[config.mk]
export PLATFORM = sky130hd
export DESIGN_NAME = seq_share_arb
export DESIGN_NICKNAME = d
export VERILOG_FILES = /design/src/rtl/seq_share_arb.sv
export SDC_FILE = /design/constraint.sdc
export NUM_CORES = 1
export LEC_CHECK = 0
export ABC_AREA = 1
export ABC_CLOCK_PERIOD_IN_PS = 1700
export CORE_MARGIN = 2
export CORE_UTILIZATION = 49
export CTS_CLUSTER_SIZE = 14
export DETAILED_ROUTE_END_ITERATION = 6
export PLACE_DENSITY_LB_ADDON = 0.2
export SYNTH_ARGS = -nofsm -noshare
export SYNTH_HDL_FRONTEND = slang
export SYNTH_SLANG_ARGS = --single-unit
[constraint.sdc]
create_clock -name clk -period 1.7 [get_ports clk]
set_input_delay 0.255 -clock clk [delete_from_list [all_inputs] [get_ports clk]]
set_output_delay 0.255 -clock clk [all_outputs]
set_load 0.005 [all_outputs]
[src/rtl/seq_share_arb.sv]
// Two-requester round-robin arbiter sharing one timed IDLE -> S1 -> S2 sequence.
// The owner receives a done pulse on S2 completion or an abort pulse if it withdraws early.
module seq_share_arb #(
  parameter int unsigned S1_LEN = 5,
  parameter int unsigned S2_LEN = 7,
  parameter int unsigned CW     = 3
) (
  input  logic       clk,
  input  logic       rst_n,
  input  logic       en,
  input  logic [1:0] req,
  output logic [1:0] gnt,
  output logic [1:0] state_c,
  output logic       busy,
  output logic [1:0] done,
  output logic [1:0] abort
);

  typedef enum logic [1:0] {
    StIdle = 2'b00,
    StS1   = 2'b01,
    StS2   = 2'b10,
    StBad  = 2'b11
  } state_e;

  localparam logic [CW-1:0] S1Last = CW'(S1_LEN - 1);
  localparam logic [CW-1:0] S2Last = CW'(S2_LEN - 1);

  state_e        state_q, state_d;
  logic [CW-1:0] cnt_q, cnt_d;
  logic [1:0]    gnt_q, gnt_d;
  logic          lp_q, lp_d;
  logic [1:0]    done_q, done_d;
  logic [1:0]    abort_q, abort_d;

  logic owner;
  logic owner_req;
  logic win;

  // gnt_q is one-hot while a sequence is active, so bit 1 names the owner
  assign owner     = gnt_q[1];
  assign owner_req = req[owner];

  always_comb begin
    state_d = state_q;
    cnt_d   = cnt_q;
    gnt_d   = gnt_q;
    lp_d    = lp_q;
    done_d  = 2'b00;
    abort_d = 2'b00;
    win     = 1'b0;
    case (state_q)
      StIdle: begin
        cnt_d = '0;
        gnt_d = 2'b00;
        if (req != 2'b00) begin
          win     = (req == 2'b11) ? ~lp_q : req[1];
          state_d = StS1;
          gnt_d   = win ? 2'b10 : 2'b01;
        end
      end
      StS1: begin
        if (!owner_req) begin
          state_d = StIdle;
          cnt_d   = '0;
          gnt_d   = 2'b00;
          abort_d = gnt_q;
          lp_d    = owner;
        end else if (en) begin
          if (cnt_q == S1Last) begin
            state_d = StS2;
            cnt_d   = '0;
          end else begin
            cnt_d = cnt_q + 1'b1;
          end
        end
      end
      StS2: begin
        // Completion on the final tick wins over a simultaneous request drop
        if (en && (cnt_q == S2Last)) begin
          state_d = StIdle;
          cnt_d   = '0;
          gnt_d   = 2'b00;
          done_d  = gnt_q;
          lp_d    = owner;
        end else if (!owner_req) begin
          state_d = StIdle;
          cnt_d   = '0;
          gnt_d   = 2'b00;
          abort_d = gnt_q;
          lp_d    = owner;
        end else if (en) begin
          cnt_d = cnt_q + 1'b1;
        end
      end
      default: begin
        state_d = StIdle;
        cnt_d   = '0;
        gnt_d   = 2'b00;
      end
    endcase
  end

  always_ff @(posedge clk or negedge rst_n) begin
    if (!rst_n) begin
      state_q <= StIdle;
      cnt_q   <= '0;
      gnt_q   <= 2'b00;
      lp_q    <= 1'b1;
      done_q  <= 2'b00;
      abort_q <= 2'b00;
    end else begin
      state_q <= state_d;
      cnt_q   <= cnt_d;
      gnt_q   <= gnt_d;
      lp_q    <= lp_d;
      done_q  <= done_d;
      abort_q <= abort_d;
    end
  end

  assign gnt     = gnt_q;
  assign state_c = state_q;
  assign busy    = (state_q != StIdle);
  assign done    = done_q;
  assign abort   = abort_q;

endmodule

==> impl_metrics.py <==
metrics = {
    "outcome": {
        "outcome": "completed",
    },
    "routing": {
        "wl_per_cell_um": 11.7,
        "routed_wl_mm": 1.49,
        "drc_errors": 0,
        "vias_per_cell": 5.09,
        "vias": 647,
        "ant_nets": 0,
        "first_iter_violations": 9,
        "first_pass_iters": 4,
    },
    "logic_synthesis": {
        "synthSimpleGateAreaFrac": 0.302,
        "netlist_area_um2": 737,
        "synth_mux_area_frac": 0,
        "netlist-cell-type-count": 18,
        "ys_warn_count": 0,
        "synth_area_leaders": "dfrtp_1, ha_1, inv_1",
        "synth_xor_xnor_area_share": 0,
        "synthAdderAreaFrac": 0.119,
        "synth-seq-cells": 12,
        "synthCells": 93,
        "synth_top_family_by_area": "simple AND/OR/NAND/NOR gates",
        "yosysTopAreaCellShare": 0.374,
        "synth_nets": 105,
        "syn_area_per_cell_um2": 7.92,
        "yosysSeqAreaShare": 0.409,
        "synth_top_area_cell": "dfrtp_1",
        "synth-compound-area-share": 0.0781,
    },
    "placement": {
        "placed_cells": 121,
        "hpwlAfterDp_mm": 1.13,
        "port_buffers": 13,
        "gp_congestion": 0.861,
    },
    "timing": {
        "setup_tns_ps": 0,
        "finalClockSkew_ps": 3.81,
        "fin_crit_ps": 1520,
        "setup_viol": 0,
        "worstMarginPinSlew_ps": 557,
        "hold_violations": 0,
        "slew_headroom": 0.627,
        "rsz0062_at_grt": "no",
        "max_freq_mhz": 656,
        "fin_crit_sh": 0.897,
        "slew_violations": 0,
    },
    "grt": {
        "antenna_found_initial": 0,
        "grt_pass1_wl_mm": 2.61,
        "grt_max_degree": 13,
        "track_usage": 0.191,
        "overflow": 0,
        "grt_pass1_vias": 634,
    },
    "layout": {
        "antenna_cells": 0,
        "final_common_cell": "inv_1",
        "areaGrowthSynthToFinish_pct": 27.3,
        "drive_gt1_frac": 0.161,
        "nNetsFinal": 125,
        "fin_cells": 127,
        "mostFrequentLayoutCells": "inv_1, nand2_1, clkdlybuf4s50_1",
    },
    "clocking": {
        "cts_sinks": 12,
        "cts-root-buf": "clkbuf_4",
        "clk_pin_slew_ps": 80,
        "numCtsBuffers": 3,
        "cts_tree": "yes",
        "cts.htree.levels": 1,
        "clock_latency_ps": 270,
        "clockBufferDepth": 2,
        "cts_hold_buf": 0,
    },
    "pwr": {
        "p_clk_frac": 0.172,
        "vdd_drop_max_mv": 0.831,
        "leakage_uw": 0.000488,
        "pwr-share-seq": 0.303,
        "p_per_area_nw_per_um2": 1430,
        "switching_share": 0.412,
        "combPwrFrac": 0.525,
        "switchingPower_uw": 554,
        "power.internal_uw": 791,
    },
    "floorplan": {
        "io_pins": 14,
        "die_w_um": 42.8,
        "dieArea_um2": 1830,
        "start_util": 0.546,
        "rows": 13,
        "die_h_um": 42.8,
        "coreArea_um2": 1350,
    },
    "run": {
        "cap_violations": 0,
    },
    "setup_path": {
        "cp-start-kind": "register",
        "critPathCaptureType": "output port",
        "cp_max_fo": 4,
        "critPathArrivalTime_ps": 1270,
        "critPathKind": "reg2out",
        "required_ps": 1440,
    },
    "min_path": {
        "hold_path.class": "in2async",
    },
}
==> power groups by stage <==
stage / logic [uW] / clock network, uW / registers, uW
3_3_place_gp: 657 / 0 / 425
3_5_place_dp: 657 / 0 / 429
5_1_grt: 794 / 254 / 416
4_1_cts: 704 / 234 / 408
2_1_floorplan: 430 / 0 / 420
6_report: 706 / 231 / 408
==> sequential cells by signal, summed over array words and instances, names as in the netlist <==
signal,count
gnt,2
lp_q,1
abort,2
state_c,2
done,2
cnt_q,3
==> synth_stat cells <==
library cell   n
a21oi_1        5
dfrtp_1       11
dfstp_2        1
ha_1           7
inv_1         18
nand2_1       16
nand2_2        7
nand2_4        1
nand3_1        7
nand3_2        1
nand4_1        3
nor2_1         7
nor2_2         1
nor3_1         1
nor4_1         1
o21ai_0        3
o21ai_1        2
o21bai_1       1
==> worst paths after layout <==
kind / startpoint / end / slack [ps] / depth (start not counted)
max: state_c[0] / busy / 180 / 4
min: rst_n / done[1] / 340 / 1
max reg2reg: cnt_q[0] / gnt[1] / 300 / 7
min reg2reg: lp_q / lp_q / 510 / 2
max in group asynchronous: rst_n / lp_q / 1000 / 1
min in group clk: lp_q / lp_q / 510 / 2
==> metal layers <==
| metal | vias to the layer above | track usage | wire length, um |
|---|---|---|---|
| met2 | 16 | 0.297 | 711 |
| met4 | 0 | 0.100 | 26 |
| met3 | 4 | 0.0426 | 53 |
| met5 | - | 0 | 0 |
| met1 | 297 | 0.245 | 695 |
| li1 | 330 | - | - |
==> repair_timing <==
| item | in CTS | in global routing |
|---|---|---|
| endpoints found under the setup margin | 1 | 0 |
| resized for setup | 2 | 0 |
| buffers inserted | 2 | 0 |
==> final cells by class <==
type                       instances  area, um2
fill                             103        412
multi-input combinational         63        370
sequential                        12        302
timing repair buffer              15        144
inverter                          18       67.6
clock buffer                       4       36.3
tap                               15       18.8
==> worst max-delay path, stage by stage (launching register included) <==
cell and delay (ps):
dfrtp_1 390, inv_1 80, ha_2 200, inv_1 60
dlygate4sd2_1 260
==> metrics by stage <==
stage,hold WS [ps],power (uW),utilization,setup slack [ps],cell area (um2)
after floorplan,-40.6,850,-,451,737
after global placement,498,1080,0.656,145,886
after detailed placement,501,1090,0.656,129,886
after CTS,352,1350,0.695,174,938
after global routing,382,1460,0.695,96.0,938
final,335,1340,0.695,175,938
==> cell families after synthesis <==
kind of cell,after synthesis
simple gates,45
fa+ha+maj,7
flops,12
buf+inv,18
compound gates,11
(Power assumes the default switching activity.)
